--- config.mk ---
export PLATFORM = sky130hd
export DESIGN_NAME = memory_stage
export DESIGN_NICKNAME = d
export VERILOG_FILES = /design/src/rtl/memory_stage.sv
export SDC_FILE = /design/constraint.sdc
export NUM_CORES = 1
export LEC_CHECK = 0
export ABC_AREA = 1
export CAP_MARGIN = 5
export CORE_ASPECT_RATIO = 0.9
export CORE_UTILIZATION = 55
export DETAILED_ROUTE_END_ITERATION = 7
export DONT_BUFFER_PORTS = 1
export PLACE_DENSITY = 0.73
export SYNTH_ARGS = -nofsm -noshare
export SYNTH_HDL_FRONTEND = slang
export SYNTH_SLANG_ARGS = --single-unit
--- constraint.sdc ---
create_clock -name clk -period 1.5 [get_ports clk]
set_clock_uncertainty 0.15 [all_clocks]
set_input_delay 0.45 -clock clk [delete_from_list [all_inputs] [get_ports clk]]
set_output_delay 0.45 -clock clk [all_outputs]
set_load 0.005 [all_outputs]
--- src/rtl/memory_stage.sv ---
// Memory stage of a simple in-order pipeline: non-memory instructions pass through,
// loads/stores issue a single memory request and stall upstream until mem_ready.
module memory_stage #(
    parameter int unsigned WIDTH = 16
) (
    input  logic             clk,
    input  logic             rst_n,
    input  logic             bubble_in,
    input  logic [2:0]       opcode_in,
    input  logic [2:0]       tgt_in,
    input  logic [WIDTH-1:0] result_in,
    input  logic [WIDTH-1:0] store_data_in,
    input  logic             halt_in,
    output logic             stall,
    output logic             mem_req,
    output logic             mem_we,
    output logic [WIDTH-1:0] mem_addr,
    output logic [WIDTH-1:0] mem_wdata,
    input  logic             mem_ready,
    input  logic [WIDTH-1:0] mem_rdata,
    output logic [WIDTH-1:0] wb_result,
    output logic [2:0]       wb_tgt,
    output logic             wb_bubble,
    output logic             wb_halt,
    output logic [15:0]      stall_count
);

    localparam logic [2:0] OpStore = 3'b100;
    localparam logic [2:0] OpLoad  = 3'b101;

    typedef enum logic [1:0] {StIdle, StBusy, StHalted} state_t;

    state_t     state;
    logic [2:0] tgt_lat;
    logic [2:0] opcode_lat;
    logic       halt_lat;

    assign stall = (state == StBusy);

    always_ff @(posedge clk or negedge rst_n) begin
        if (!rst_n) begin
            state       <= StIdle;
            tgt_lat     <= 3'd0;
            opcode_lat  <= 3'd0;
            halt_lat    <= 1'b0;
            mem_req     <= 1'b0;
            mem_we      <= 1'b0;
            mem_addr    <= '0;
            mem_wdata   <= '0;
            wb_result   <= '0;
            wb_tgt      <= 3'd0;
            wb_bubble   <= 1'b1;
            wb_halt     <= 1'b0;
            stall_count <= 16'd0;
        end else begin
            case (state)
                StIdle: begin
                    if (bubble_in) begin
                        wb_bubble <= 1'b1;
                        wb_tgt    <= 3'd0;
                        wb_halt   <= 1'b0;
                    end else if (opcode_in == OpLoad || opcode_in == OpStore) begin
                        tgt_lat    <= tgt_in;
                        opcode_lat <= opcode_in;
                        halt_lat   <= halt_in;
                        mem_req    <= 1'b1;
                        mem_we     <= (opcode_in == OpStore);
                        mem_addr   <= result_in;
                        mem_wdata  <= store_data_in;
                        wb_bubble  <= 1'b1;
                        wb_tgt     <= 3'd0;
                        wb_halt    <= 1'b0;
                        state      <= StBusy;
                    end else begin
                        wb_result <= result_in;
                        wb_tgt    <= tgt_in;
                        wb_bubble <= 1'b0;
                        wb_halt   <= halt_in;
                        if (halt_in) begin
                            state <= StHalted;
                        end
                    end
                end
                StBusy: begin
                    if (stall_count != 16'hFFFF) begin
                        stall_count <= stall_count + 16'd1;
                    end
                    // Request address/data/we stay untouched until the completing edge.
                    if (mem_ready) begin
                        mem_req   <= 1'b0;
                        mem_we    <= 1'b0;
                        wb_bubble <= 1'b0;
                        wb_halt   <= halt_lat;
                        if (opcode_lat == OpLoad) begin
                            wb_result <= mem_rdata;
                            wb_tgt    <= tgt_lat;
                        end else begin
                            wb_tgt <= 3'd0;
                        end
                        state <= halt_lat ? StHalted : StIdle;
                    end
                end
                StHalted: begin
                    wb_bubble <= 1'b1;
                    wb_tgt    <= 3'd0;
                    wb_halt   <= 1'b1;
                end
                default: state <= StIdle;
            endcase
        end
    end

endmodule

==> metrics.txt, run 1 <==
Ant. Diodes=0; Die H=80.99 um; worst relative slew slack=79.15%; vias per std cell=5.233; Via Count=3192; Synth Instances=467; final worst path period need=1718 ps; synth top area cells=dfrtp_1 (52%), nand2_1 (19%), o21ai_0 (5.5%); CTS tree=built; fmax=0.5822 GHz; cts bufs inserted=9; GR Overflow Total=0; largest net degree at the start of global routing=81; peak supply drop=1.110 mV; Placed Area=4220 um2; core region area=6621 um2; highest-count cells in the layout ignoring fill and taps=nand2_1 (170), dfrtp_1 (77), inv_1 (36); Non-Filler Instances=610; Area growth syn-to-layout=26.48%; DR WL/cell=14.76 um; clock transition at the registers of the reported paths=80 ps; final setup vio count=75; flops & latches, synth=80; first-pass GRT wire length=14010 um; Max clock buf depth=2; Lkg Pwr=2.428 nW; Reg area=2006 um2; Worst Max-Slew Pin Slew=311.6 ps; max incr delay on CP=390 ps; syn_area_per_cell=8.164 um2; Hold WS=-368.4 ps; final worst slack=-217.7 ps; DRC=0; initial antenna violation count=0; share of layout cells above drive strength 1=27.69%; sequential area share after synthesis=52.54%; CP required=900 ps; Final period util=114.5%; footprint of the multi-input gates=1772 um2; Initial Utilization=57.58%; die width=89.76 um; DRT antenna net count=0; Final GP Congestion=0.8209; Total Routing Usage GR=24.77%; status=finished with violations; CP Buf/Inv Count=2; WS Path Type=reg -> out; failing checks=hold timing, setup timing; Synth Cell Area=3812 um2; Largest delay share family, worst path=flip-flops; final core occ=72.83%; Max Transition Viols Final=0; Yosys top cell by area=dfrtp_1; drt initial violations=127; endpoint type of the worst setup path=output pin; # H-tree levels=3; critical path arrival=1120 ps; Pre-Repair DR Iteration Count=4; Cell Chain, Critical Path=inv_2 -> ha_4 -> buf_6; Net Count, Synth=531; DIE AREA=7269 um2; worst-skew pair later-pin latency=350 ps; hpwl dp=6164 um; Synth top area share=51.85%; I/O Buffers=0; clock root buffer=clkbuf_8; CP Max Fanout=6; unrepaired setup endpoints after global routing=true; # placed instances=580; Startpoint Class=flop; commonest non-fill, non-tap cell in the layout=nand2_1; Worst Hold Class=in -> async; # rows=28; post-route cell area=4822 um2; clk sink count=80; maxcap violations=0; final net count=579; I/O Pins=131; Pwr per Cell Area=1745 nW/um2; Synthesis Warnings=0; fillers=502; final hold vios=80; total routed wirelength=9003 um; number of global-route vias before repair=3049; count of cell types in the netlist=30; slowest stage cell, crit path=dfrtp_1
path summary, 6_finish.rpt:
| path | startpoint | end | slack [ps] | cells after the start |
|---|---|---|---|---|
| min in group clk | store_data_in[1] | mem_wdata[1] | 60 | 2 |
| max in group asynchronous | rst_n | wb_bubble | 1380 | 0 |
| setup / recovery | state[1] | stall | -220 | 3 |
| setup reg to reg | state[0] | wb_result[11] | -210 | 9 |
| hold reg to reg | opcode_lat[2] | opcode_lat[2] | 330 | 1 |
| hold / removal | rst_n | mem_wdata[2] | -370 | 0 |
sequential cells by signal (all words and copies together), names as in the netlist:
register and flops:
wb_tgt 3, wb_halt 1, halt_lat 1, tgt_lat 3
stall_count 16, mem_req 1, wb_bubble 1, mem_we 1
mem_wdata 16, mem_addr 16, state 2, opcode_lat 3
wb_result 16
through the flow:
stage | power, mW | hold slack [ps] | TNS [ps] | setup WS, ps
floorplan | 5.147 | 4.409 | -1361 | -73.95
global placement | 5.789 | 6.007 | -2441 | -69.71
detailed placement | 5.919 | 6.261 | -5117 | -135.4
CTS | 7.871 | -376.4 | -5726 | -195.2
global route | 8.997 | -388.2 | -15860 | -301.0
finish | 8.413 | -368.4 | -8736 | -217.7
kinds of logic after synthesis:
group,synth area share [%]
AO/OA/AOI/OAI,10.21
AND/OR/NAND/NOR,27.70
flip-flops,52.54
XOR/XNOR,1.378
buffers and inverters,6.531
adder cells (fa/ha/maj),1.641
area by class of cell:
cell class	instances	share of cell area, %
Timing Repair Buffer	52	11.49
Sequential cell	80	41.59
Inverter	43	3.399
Multi-Input combinational cell	329	36.74
Clock inverter	5	1.297
Clock buffer	11	3.140
Tap cell	90	2.335
routing by layer:
layer	track usage, %	up-vias	wire [um]
li1	-	1561	-
met1	31.40	1505	3924
met3	8.427	17	651
met4	8.689	0	169
met5	0	-	0
met2	40.15	109	4257
cell usage after synthesis:
| cell type | n |
|---|---|
| or2_2 | 1 |
| nand3b_2 | 1 |
| nand2_1 | 191 |
| buf_2 | 10 |
| o21ai_2 | 5 |
| xnor2_1 | 4 |
| buf_8 | 1 |
| o21ai_4 | 1 |
| ha_1 | 5 |
| nand2_2 | 5 |
| buf_1 | 1 |
| nand3_2 | 1 |
| o22a_1 | 1 |
| dfrtp_1 | 79 |
| nor3_1 | 2 |
| nand4_1 | 6 |
| o21ai_1 | 20 |
| a21oi_1 | 2 |
| nand2_4 | 2 |
| o21ai_0 | 42 |
| nor2_4 | 6 |
| clkbuf_1 | 2 |
| dfstp_2 | 1 |
| nand3_1 | 12 |
| buf_6 | 1 |
| xor2_1 | 2 |
| inv_1 | 40 |
| inv_2 | 3 |
| nor2_2 | 3 |
| nor2_1 | 17 |
power breakdown:
group	total, mW	switching, mW	internal, mW
Sequential	3.78	0.749	3.03
Combinational	2.97	1.56	1.41
Clock	1.67	0.803	0.868
Total	8.41	3.11	5.31
timing repair:
action,in CTS,in global routing
endpoints found under the hold margin,80,80
pin swaps,3,11
buffers inserted,9,2
gates resized for setup,35,46
gates cloned,0,3
endpoints found under the setup margin,85,96
Note: power is estimated with default switching activity, not from simulation.
==> inputs of run 2 (changes only) <==
--- a/config.mk
+++ b/config.mk
@@ -8,10 +8,9 @@
 export ABC_AREA = 1
 export CAP_MARGIN = 5
 export CORE_ASPECT_RATIO = 0.9
-export CORE_UTILIZATION = 55
+export CORE_UTILIZATION = 40
 export DETAILED_ROUTE_END_ITERATION = 7
 export DONT_BUFFER_PORTS = 1
-export PLACE_DENSITY = 0.73
 export SYNTH_ARGS = -nofsm -noshare
 export SYNTH_HDL_FRONTEND = slang
 export SYNTH_SLANG_ARGS = --single-unit
==> run 2 against run 1 <==
  * Worst hold slack better by 0.76 ps
  * Final area up 2.7%
  * Routed wire length rose by 6.9%
  * Core utilization shrank 19 points
  * Non-clock buffer count rose by 4
  * Sequential cell count unchanged
  * Sequential power about the same
  * The flow still finishes with violations (hold timing, setup timing)
  * Highest routed layer unchanged
  * Combinational power decreased by 8.1%
==> metrics.txt, run 2 (synthesis results as in run 1) <==
Reg power frac=47.2%; CP required=900 ps; Initial Utilization=41.59%; drt initial violations=120; combinational power share=34.3%; I/O Buffers=0; Cell Chain, Critical Path=inv_2 -> ha_4 -> buf_6; met2 Resource Use GR=30.52%; final worst slack=-226.8 ps; # H-tree levels=3; Worst Max-Slew Pin Slew=325.4 ps; final net count=584; DRC=0; cts bufs inserted=9; Max Transition Viols Final=0; post-route cell area=4952 um2; highest-count cells in the layout ignoring fill and taps=nand2_1 (180), dfrtp_1 (75), inv_1 (32), o21ai_1 (32), o21ai_0 (27); total routed wirelength=9627 um; number of global-route vias before repair=2967; critical path arrival=1130 ps; met1 Usage GRT=26.83%; Pre-Repair DR Iteration Count=5; GR Overflow Total=0; final setup vio count=84; Placed Area=4295 um2; final hold vios=80; Max clock buf depth=2; Hold WS=-367.6 ps; first-pass GRT wire length=15190 um; # rows=33; CTS tree=built; share of layout cells above drive strength 1=26.10%; DRT antenna net count=0; Worst Hold Class=in -> async; failing checks=hold timing, setup timing; Startpoint Class=flop; slowest stage cell, crit path=dfrtp_1; # placed instances=615; final worst path period need=1727 ps; Ant. Diodes=0; Area growth syn-to-layout=29.90%; status=finished with violations; unrepaired setup endpoints after global routing=true; largest net degree at the start of global routing=81; internal power=4.945 mW; peak supply drop=0.7757 mV; I/O Pins=131; Final GP Congestion=0.7905; hpwl dp=6296 um; path depth of the worst reg2reg path=9; Total Routing Usage GR=19.76%; Via Count=3135; clk sink count=80; power share of the clock group=18.5%; DR WL/cell=14.88 um; grt met3 use=5.521%; die width=104.9 um; initial antenna violation count=0; max incr delay on CP=400 ps; grt peak-use layer=met2; Final period util=115.1%; Psw=3.008 mW; commonest non-fill, non-tap cell in the layout=nand2_1; vias per std cell=4.845; WS Path Type=reg -> out; core region area=9166 um2; endpoint type of the worst setup path=output pin; worst relative slew slack=78.14%; CP Max Fanout=7; worst-skew pair later-pin latency=360 ps; Pwr per Cell Area=1606 nW/um2; clock root buffer=clkbuf_8; Die H=94.62 um; fmax=0.5791 GHz; Lkg Pwr=2.490 nW; Non-Filler Instances=647; DIE AREA=9926 um2; clock transition at the registers of the reported paths=100 ps; Net Sw Frac=37.82%; Post-Route Setup TNS=-9858 ps; maxcap violations=0
run 2: area by class of cell:
cell class | count | area [um2]
Timing Repair Buffer | 56 | 720.7
Clock inverter | 7 | 53.80
Clock buffer | 9 | 123.9
Fill cell | 873 | 4214
Tap cell | 122 | 152.6
Inverter | 43 | 173.9
Multi-Input combinational cell | 330 | 1719
Sequential cell | 80 | 2008
run 2: path summary, 6_finish.rpt:
check	start	endpoint	slack, ps
setup / recovery	state[1]	stall	-230
hold / removal	rst_n	stall_count[10]	-370
setup reg to reg	state[1]	mem_addr[1]	-200
hold reg to reg	tgt_lat[2]	tgt_lat[2]	330
max in group asynchronous	rst_n	wb_bubble	1370
min in group clk	store_data_in[1]	mem_wdata[1]	50
run 2: timing repair:
action | in CTS | in global routing
pin swaps | 7 | 23
endpoints found under the setup margin | 86 | 98
gates resized for setup | 52 | 35
setup buffers | 10 | 0
hold endpoints to repair | 80 | 80
cloned | 4 | 2
run 2: metal layers:
metal | vias up | routed length [um]
met2 | 109 | 4465
met1 | 1441 | 4395
met3 | 11 | 655
met5 | - | 0
met4 | 0 | 111
li1 | 1574 | -
run 2: power groups by stage:
stage / Combinational [mW] / Clock (mW) / Sequential (mW)
3_3_place_gp: 2.08 / 0 / 3.79
3_5_place_dp: 2.18 / 0 / 3.78
4_1_cts: 2.58 / 1.54 / 3.75
6_report: 2.73 / 1.47 / 3.75
5_1_grt: 3.08 / 1.60 / 3.86
2_1_floorplan: 1.55 / 0 / 3.60
run 2: metrics by stage:
step / power [mW] / utilization (%) / setup WS, ps / hold slack [ps]
floorplan: 5.147 / - / -73.95 / 4.409
global placement: 5.869 / 46.86 / -83.21 / 5.961
detailed placement: 5.963 / 46.86 / -150.3 / 6.109
CTS: 7.874 / 52.70 / -212.9 / -394.9
global route: 8.539 / 54.03 / -281.3 / -392.0
finish: 7.953 / 54.03 / -226.8 / -367.6
run 2: critical path, delay by kind of cell, from the launching register on:
kind	cells	cell delay, ps
flops	1	400
buf+inv	2	230
fa+ha+maj	1	150
